**src/rtl/fbw_stream_loader_if.sv**
```systemverilog
// Byte-stream input and hub75 frame-buffer write port bundled as one interface.
interface fbw_stream_loader_if #(
  parameter int unsigned N_ROWS = 64,
  parameter int unsigned N_COLS = 64
);
  localparam int unsigned LOG_N_ROWS = $clog2(N_ROWS);
  localparam int unsigned LOG_N_COLS = $clog2(N_COLS);

  logic [7:0]            in_data;
  logic                  in_sof;
  logic                  in_valid;
  logic                  in_ready;
  logic [LOG_N_ROWS-1:0] fbw_row_addr;
  logic                  fbw_row_store;
  logic                  fbw_row_rdy;
  logic                  fbw_row_swap;
  logic [23:0]           fbw_data;
  logic [LOG_N_COLS-1:0] fbw_col_addr;
  logic                  fbw_wren;
  logic                  frame_swap;
  logic                  frame_rdy;
  logic                  resync_err;

  // Loader side: sinks the byte stream, drives the frame-buffer write port.
  modport slave (
    input  in_data, in_sof, in_valid, fbw_row_rdy, frame_rdy,
    output in_ready, fbw_row_addr, fbw_row_store, fbw_row_swap,
           fbw_data, fbw_col_addr, fbw_wren, frame_swap, resync_err
  );

  // Environment side: byte source plus frame-buffer/display readiness.
  modport master (
    output in_data, in_sof, in_valid, fbw_row_rdy, frame_rdy,
    input  in_ready, fbw_row_addr, fbw_row_store, fbw_row_swap,
           fbw_data, fbw_col_addr, fbw_wren, frame_swap, resync_err
  );
endinterface

```
**src/rtl/fbw_stream_loader.sv**
```systemverilog
// Packs an RGB888 byte stream into pixels and writes them into the hub75
// frame buffer row by row, committing rows and frames as they complete.
module fbw_stream_loader #(
  parameter int unsigned N_ROWS = 64,
  parameter int unsigned N_COLS = 64
) (
  input  logic                clk,
  input  logic                rst,
  fbw_stream_loader_if.slave  bus
);
  localparam int unsigned LOG_N_ROWS = $clog2(N_ROWS);
  localparam int unsigned LOG_N_COLS = $clog2(N_COLS);

  typedef enum logic [1:0] {LOAD, STORE, FRAME} state_t;

  state_t                r_state, w_state_nxt;
  logic [1:0]            r_byte, w_byte_nxt;
  logic [LOG_N_COLS-1:0] r_col, w_col_nxt;
  logic [LOG_N_ROWS-1:0] r_row, w_row_nxt;
  logic [7:0]            r_red, w_red_nxt;
  logic [7:0]            r_grn, w_grn_nxt;
  logic                  r_wren, w_wren_nxt;
  logic [23:0]           r_data, w_data_nxt;
  logic [LOG_N_COLS-1:0] r_col_addr, w_col_addr_nxt;
  logic                  r_err, w_err_nxt;
  logic                  r_in_ready, w_in_ready_nxt;
  logic                  w_accept;
  logic                  w_row_store;
  logic                  w_frame_swap;

  // in_ready is registered and high only in LOAD, so acceptance never depends
  // combinationally on in_valid feeding back into in_ready.
  assign w_accept = bus.in_valid & r_in_ready;

  // Next-state, counter and pixel-packing logic.
  always_comb begin
    w_state_nxt    = r_state;
    w_byte_nxt     = r_byte;
    w_col_nxt      = r_col;
    w_row_nxt      = r_row;
    w_red_nxt      = r_red;
    w_grn_nxt      = r_grn;
    w_wren_nxt     = 1'b0;
    w_data_nxt     = r_data;
    w_col_addr_nxt = r_col_addr;
    w_err_nxt      = r_err;
    w_row_store    = 1'b0;
    w_frame_swap   = 1'b0;
    case (r_state)
      LOAD: begin
        if (w_accept) begin
          if (bus.in_sof) begin
            // Start-of-frame always restarts at pixel (0,0); any partial
            // progress is dropped and flagged.
            if ((r_byte != 2'd0) || (r_col != '0) || (r_row != '0)) begin
              w_err_nxt = 1'b1;
            end
            w_red_nxt  = bus.in_data;
            w_byte_nxt = 2'd1;
            w_col_nxt  = '0;
            w_row_nxt  = '0;
          end else begin
            case (r_byte)
              2'd0: begin
                w_red_nxt  = bus.in_data;
                w_byte_nxt = 2'd1;
              end
              2'd1: begin
                w_grn_nxt  = bus.in_data;
                w_byte_nxt = 2'd2;
              end
              default: begin
                w_wren_nxt     = 1'b1;
                w_data_nxt     = {bus.in_data, r_grn, r_red};
                w_col_addr_nxt = r_col;
                w_byte_nxt     = 2'd0;
                if (r_col == LOG_N_COLS'(N_COLS - 1)) begin
                  w_col_nxt   = '0;
                  w_state_nxt = STORE;
                end else begin
                  w_col_nxt = r_col + LOG_N_COLS'(1);
                end
              end
            endcase
          end
        end
      end
      STORE: begin
        // Waiting for !r_wren keeps the store strictly after the last write.
        if (bus.fbw_row_rdy && !r_wren) begin
          w_row_store = 1'b1;
          if (r_row == LOG_N_ROWS'(N_ROWS - 1)) begin
            w_state_nxt = FRAME;
          end else begin
            w_row_nxt   = r_row + LOG_N_ROWS'(1);
            w_state_nxt = LOAD;
          end
        end
      end
      FRAME: begin
        if (bus.frame_rdy) begin
          w_frame_swap = 1'b1;
          w_row_nxt    = '0;
          w_state_nxt  = LOAD;
        end
      end
      default: begin
        w_state_nxt = LOAD;
      end
    endcase
    w_in_ready_nxt = (w_state_nxt == LOAD);
  end

  // State, counters and registered outputs.
  always_ff @(posedge clk or posedge rst) begin
    if (rst) begin
      r_state    <= LOAD;
      r_byte     <= 2'd0;
      r_col      <= '0;
      r_row      <= '0;
      r_red      <= 8'd0;
      r_grn      <= 8'd0;
      r_wren     <= 1'b0;
      r_data     <= 24'd0;
      r_col_addr <= '0;
      r_err      <= 1'b0;
      r_in_ready <= 1'b1;
    end else begin
      r_state    <= w_state_nxt;
      r_byte     <= w_byte_nxt;
      r_col      <= w_col_nxt;
      r_row      <= w_row_nxt;
      r_red      <= w_red_nxt;
      r_grn      <= w_grn_nxt;
      r_wren     <= w_wren_nxt;
      r_data     <= w_data_nxt;
      r_col_addr <= w_col_addr_nxt;
      r_err      <= w_err_nxt;
      r_in_ready <= w_in_ready_nxt;
    end
  end

  // Row address is the row counter itself, so it stays put through the store
  // pulse and advances on the edge that ends it.
  assign bus.in_ready      = r_in_ready;
  assign bus.fbw_row_addr  = r_row;
  assign bus.fbw_row_store = w_row_store;
  assign bus.fbw_row_swap  = w_row_store;
  assign bus.fbw_data      = r_data;
  assign bus.fbw_col_addr  = r_col_addr;
  assign bus.fbw_wren      = r_wren;
  assign bus.frame_swap    = w_frame_swap;
  assign bus.resync_err    = r_err;
endmodule

```
**src/flat_wrapper.sv**
```systemverilog
// flat-port wrapper written by rule: the top's interface ports become plain ports
module fbw_stream_loader_flat 
#(
  parameter int unsigned N_ROWS = 64,
  parameter int unsigned N_COLS = 64
)
  (clk, rst, bus_in_data, bus_in_sof, bus_in_valid, bus_fbw_row_rdy, bus_frame_rdy, bus_in_ready, bus_fbw_row_addr, bus_fbw_row_store, bus_fbw_row_swap, bus_fbw_data, bus_fbw_col_addr, bus_fbw_wren, bus_frame_swap, bus_resync_err);
  fbw_stream_loader_if #(.N_ROWS(N_ROWS), .N_COLS(N_COLS)) bus_i ();
  input  logic clk;
  input  logic rst;
  input wire logic [$bits(bus_i.in_data)-1:0] bus_in_data;
  input wire logic [$bits(bus_i.in_sof)-1:0] bus_in_sof;
  input wire logic [$bits(bus_i.in_valid)-1:0] bus_in_valid;
  input wire logic [$bits(bus_i.fbw_row_rdy)-1:0] bus_fbw_row_rdy;
  input wire logic [$bits(bus_i.frame_rdy)-1:0] bus_frame_rdy;
  output wire logic [$bits(bus_i.in_ready)-1:0] bus_in_ready;
  output wire logic [$bits(bus_i.fbw_row_addr)-1:0] bus_fbw_row_addr;
  output wire logic [$bits(bus_i.fbw_row_store)-1:0] bus_fbw_row_store;
  output wire logic [$bits(bus_i.fbw_row_swap)-1:0] bus_fbw_row_swap;
  output wire logic [$bits(bus_i.fbw_data)-1:0] bus_fbw_data;
  output wire logic [$bits(bus_i.fbw_col_addr)-1:0] bus_fbw_col_addr;
  output wire logic [$bits(bus_i.fbw_wren)-1:0] bus_fbw_wren;
  output wire logic [$bits(bus_i.frame_swap)-1:0] bus_frame_swap;
  output wire logic [$bits(bus_i.resync_err)-1:0] bus_resync_err;
  assign bus_i.in_data = bus_in_data;
  assign bus_i.in_sof = bus_in_sof;
  assign bus_i.in_valid = bus_in_valid;
  assign bus_i.fbw_row_rdy = bus_fbw_row_rdy;
  assign bus_i.frame_rdy = bus_frame_rdy;
  assign bus_in_ready = bus_i.in_ready;
  assign bus_fbw_row_addr = bus_i.fbw_row_addr;
  assign bus_fbw_row_store = bus_i.fbw_row_store;
  assign bus_fbw_row_swap = bus_i.fbw_row_swap;
  assign bus_fbw_data = bus_i.fbw_data;
  assign bus_fbw_col_addr = bus_i.fbw_col_addr;
  assign bus_fbw_wren = bus_i.fbw_wren;
  assign bus_frame_swap = bus_i.frame_swap;
  assign bus_resync_err = bus_i.resync_err;
  fbw_stream_loader #(.N_ROWS(N_ROWS), .N_COLS(N_COLS)) u_core (.clk(clk), .rst(rst), .bus(bus_i));
endmodule
```
**config.mk**
```make
export PLATFORM = sky130hd
export DESIGN_NAME = fbw_stream_loader_flat
export DESIGN_NICKNAME = d
export VERILOG_FILES = /design/src/rtl/fbw_stream_loader_if.sv /design/src/rtl/fbw_stream_loader.sv /design/src/flat_wrapper.sv
export SDC_FILE = /design/constraint.sdc
export NUM_CORES = 1
export LEC_CHECK = 0
export BUFFER_PORTS_ARGS = -buffer_cell sky130_fd_sc_hd__buf_2
export CORE_UTILIZATION = 55
export DETAILED_ROUTE_END_ITERATION = 16
export PLACE_DENSITY = 0.77
export SLEW_MARGIN = 20
export SYNTH_ARGS = -nofsm -noshare
export SYNTH_HDL_FRONTEND = slang
export SYNTH_SLANG_ARGS = --single-unit
```
**constraint.sdc**
```tcl
create_clock -name clk -period 4.8 [get_ports clk]
set_clock_uncertainty 0.2 [all_clocks]
set_input_delay 0.48 -clock clk [delete_from_list [all_inputs] [get_ports clk]]
set_output_delay 0.48 -clock clk [all_outputs]
set_load 0.02 [all_outputs]
```
* Word-level counts from Yosys, hierarchy flattened
Cells that the tools add are included.
Operators by class: add/subtract/negate cells 2, equality and inequality tests 11, multiplexer cells 29, bitwise operators 3, reduce and logical (&&, ||, !) cells 20
Operators by type and width (count):
- two-way mux 6 bit | 8
- one-hot mux 6 bit (3 select lines) | 1
- two-way mux 2 bit | 8
- two-way mux 8 bit | 2
- adder 6 x 1 -> 6 bit, second input constant | 2
- equality test 6 bit, second input constant | 2
- AND reduction 4 bit | 3
- nonzero test 6 bit | 2
- two-way mux 1 bit | 8
- zero test 2 bit | 3
- != test 2 x 1 -> 1 bit, second input constant | 3
- != test 2 bit, second input constant | 3
- one-hot mux 2 bit (3 select lines) | 1
- AND reduction 3 bit | 2
- AND reduction 6 bit | 1
- equality test 2 x 1 -> 1 bit, second input constant | 2
- one-hot mux 2 bit (2 select lines) | 1
- nonzero test 2 bit | 2
- nonzero test 3 bit | 1
- equality test 2 bit, second input constant | 1
- logical OR 1 bit | 2
- NOT 1 bit | 2
- AND reduction 2 bit | 1
- OR reduction 2 bit | 1
- 3 further kinds | 3
Storage, ports and cells: bits in registers 65, input port bits 14, logic and storage cells 76

* Logic depth before layout (Yosys ltp)
depth after elaboration 7, gate-level depth with buffers 7

* Worst setup path after synthesis
OpenSTA, ideal clock, no wires.
path kind register to output, start point register u_core.r_state[1], end point output port bus_fbw_row_swap, arrival 1106 ps, required time 4120 ps, setup slack 3014 ps, stages on the path, launching flop included 5, path through dfrtp_1 -> and2b_1 -> nand3b_1 -> inv_2 -> buf_4
On the way: word-level cells in the longest chain between the ends 2
RTL lines:
- start, declared | RTL line fbw_stream_loader.sv:16 | state_t r_state, w_state_nxt;
- start signal, assigned | RTL line fbw_stream_loader.sv:129 | r_state <= w_state_nxt;
- equality test 2 x 1 -> 1 bit | RTL line fbw_stream_loader.sv:49 | case (r_state)
- two-way mux 1 bit | RTL line fbw_stream_loader.sv:49
- end, declared | RTL line flat_wrapper.sv:19 | output wire logic [$bits(bus_i.fbw_row_swap)-1:0] bus_fbw_row_swap;
Every way passes these cells.

* Worst setup path in the final report
start point register u_core.r_in_ready (netlist: u_core.bus.in_ready), end point register u_core.r_col[3]
On the way: word-level cells in the longest chain between the ends 2
RTL lines:
- start, declared | RTL line fbw_stream_loader.sv:26 | logic r_in_ready, w_in_ready_nxt;
- start signal, assigned | RTL line fbw_stream_loader.sv:139 | r_in_ready <= w_in_ready_nxt;
- bitwise AND 1 bit | RTL line fbw_stream_loader.sv:33 | assign w_accept = bus.in_valid & r_in_ready;
- AND reduction 3 bit (no source line)
- end signal, assigned | RTL line fbw_stream_loader.sv:131 | r_col <= w_col_nxt;
- end, declared | RTL line fbw_stream_loader.sv:18 | logic [LOG_N_COLS-1:0] r_col, w_col_nxt;
Every way passes these cells. A chain may end at the register's enable or synchronous reset.

==> run metrics <==
total power ~1600 uW; core area 4755 um^2; share of layout cells above drive strength 1 0.2866; Pre-Repair DR Iteration Count 4; Via density approximately 5.1; fin area roughly 3200 um^2; PortBufs between 50 and 60; Worst EP arrival between 2 and 3 ns; synth top area cells dfrtp_1 58%, nand2_1 13%, mux2_2 6.6%; Clk Latency, worst-skew pair around 0.33 ns; Synth-to-Final Area Change 18.10%; Synth top cells by count 97 x nand2_1, 64 x dfrtp_1, 16 x mux2_2; Ys Warns 0; syn avg cell area around 10 um^2; Max Freq about 0.4 GHz; area share of the largest cell type after synthesis 0.5837; most numerous cell in the Yosys netlist nand2_1; core occupancy in the finished layout 0.6816; cells after synthesis around 270; hold buffers post-CTS 0; Critical Path RT 4.86 ns; WS Path Type reg -> reg; Overflow after GRT 0; Cell variety after synth 39; Antenna Violating Nets Remaining 0; Period minus WS final approximately 2.5 ns; GP Congestion just under 0.8; Seq/Total Area, Yosys 0.5933; clk root buf clkbuf_8; Peak VDD IR slightly below 0.3 mV; Worst setup EP type flop; n_diodes 0; cell taking the most area after synthesis dfrtp_1; die area ~5300 um^2; CTS buffer count 9; RSZ-0062 raised after global routing false; Power Density 479.5 nW/um^2; Routed WL 5.109 mm; static leakage power approximately 0.0017 uW; Sequential Area 1628 um^2; Final Hold Vio Count 0; status completed; Reg clk slew, reported paths around 0.07 ns; # resized after CTS 0; CTS Buffer Depth 2; worst-path maximum fanout 36; DRC violations left 0; mapped cell area about 2700 um^2; vias in the first global route 1881; # clock sinks 65; Vias roughly 2000; Chip Height slightly above 70 um; initial antenna violation count 0; number of flops mapped to enable cells by yosys 0; Tcrit/Tclk final 0.5124; fillers between 400 and 500; cell area after placement 3049 um^2; Die Wd 72.63 um; CTS tree done; H-tree levels 3; Primary FF master, synth dfrtp_1; Slew @ Worst Pin between 0.7 and 0.8 ns; setup bufs post-CTS 0; area occupied by multi-input gates roughly 1000 um^2; Detail Placement HPWL around 3.4 mm; Starting Density 0.5771; final setup violating endpoints 0; Critical Path Start Type flop; Fin Setup TNS 0 ns; IO Count 56; GRT Util Overall 0.2154; maxcap violations 0; worst relative slew slack 0.4856; post-DR wirelength/cell ~13 um; first-pass GRT wire length between 8 and 9 mm; flops & latches, synth 65; final net count roughly 340; largest net degree at the start of global routing between 60 and 70; fin. max-slew vios 0; initial DRC count 130; class of the tightest hold or removal check in -> async; syn nets 283; post-synthesis async set-or-reset flop share 1.000; row count 25
==> power by group <==
part           internal [uW]  switching [uW]  leakage [uW]
combinational            134             231      0.000781
clock                    254             196     0.0000936
sequential               675            63.4      0.000828
total                   1060             491       0.00170
==> logic make-up (layout without fill, tap and decap cells) <==
group | count (synthesis) | in the layout | synth area share
compound gates | 30 | 30 | 0.06840
xor+xnor | 1 | 1 | 0.003193
fa+ha+maj | 4 | 4 | 0.01824
buf+inv | 20 | 83 | 0.03739
flops | 65 | 65 | 0.5933
mux | 18 | 18 | 0.07296
simple gates | 127 | 127 | 0.2066
==> placed cells by master (no fill, tap or decap), drive strengths merged, types with 2 or more instances in the layout <==
master,count
and3,2
a31oi,5
mux2i,2
ha,4
a41oi,2
buf,56
mux2,16
nor2,6
nand3,6
o21ai,12
and2b,3
dfrtp,64
a21oi,5
nand4,2
nand3b,2
nand2,98
inv,11
clkbuf,13
==> final timing paths <==
check	startpoint	end	slack, ns	cells past startpoint
min reg2reg	u_core.r_red[4]$_DFFE_PP0P_	u_core.bus.fbw_data[4]$_DFFE_PP0P_	0.25	2
max	u_core.bus.in_ready$_DFF_PP1_	u_core.r_col[3]$_DFFE_PP0P_	2.34	5
min	rst	u_core.r_grn[5]$_DFFE_PP0P_	0.16	3
min in group clk	bus_in_data[0]	u_core.bus.fbw_data[16]$_DFFE_PP0P_	0.16	3
max in group asynchronous	rst	u_core.bus.fbw_row_addr[0]$_DFFE_PP0P_	3.73	3
max reg2reg	u_core.bus.in_ready$_DFF_PP1_	u_core.r_col[3]$_DFFE_PP0P_	2.34	5
==> worst max-delay path: stages, from the launching register on <==
cell	delay, ns
dfstp_2	0.54
and4bb_1	0.46
nand2_4	0.31
inv_2	0.54
nand3b_1	0.14
a31oi_1	0.18
==> sequential cells by signal, indices dropped and copies added, names as in the netlist <==
register,cells
u_core.r_grn,8
u_core.bus.fbw_row_addr,6
u_core.bus.resync_err,1
u_core.r_red,8
u_core.r_byte,2
u_core.bus.fbw_data,24
u_core.r_col,6
u_core.r_state,2
u_core.bus.fbw_col_addr,6
u_core.bus.fbw_wren,1
u_core.bus.in_ready,1
==> metal layers <==
layer  GRT usage  part of all wire  vias to the layer above
met2      0.3302              0.48                       52
li1            -                 -                     1001
met5           0                 0                        -
met3     0.07735             0.042                        4
met1      0.2804              0.47                      952
met4     0.08715             0.011                        0
==> stage by stage <==
| step | cells | worst slack (ns) | hold WS, ns |
|---|---|---|---|
| 4_1_cts | 395 | 2.346 | 0.1535 |
| 3_5_place_dp | 379 | 2.313 | 0.2499 |
| 5_1_grt | 395 | 2.152 | 0.1674 |
| 2_1_floorplan | 265 | 2.495 | 0.2331 |
| 3_3_place_gp | 379 | 2.380 | 0.2444 |
| 6_report | 395 | 2.340 | 0.1598 |
==> area by class of cell <==
cell class                 count  area share
clock buffer                  13     0.04595
clock inverter                 3     0.01313
inverter                      11     0.01274
multi-input combinational    180      0.3127
sequential                    65      0.5023
tap                           67     0.02587
timing repair buffer          56     0.08726
No activity file was read; power rests on OpenSTA's default activity.
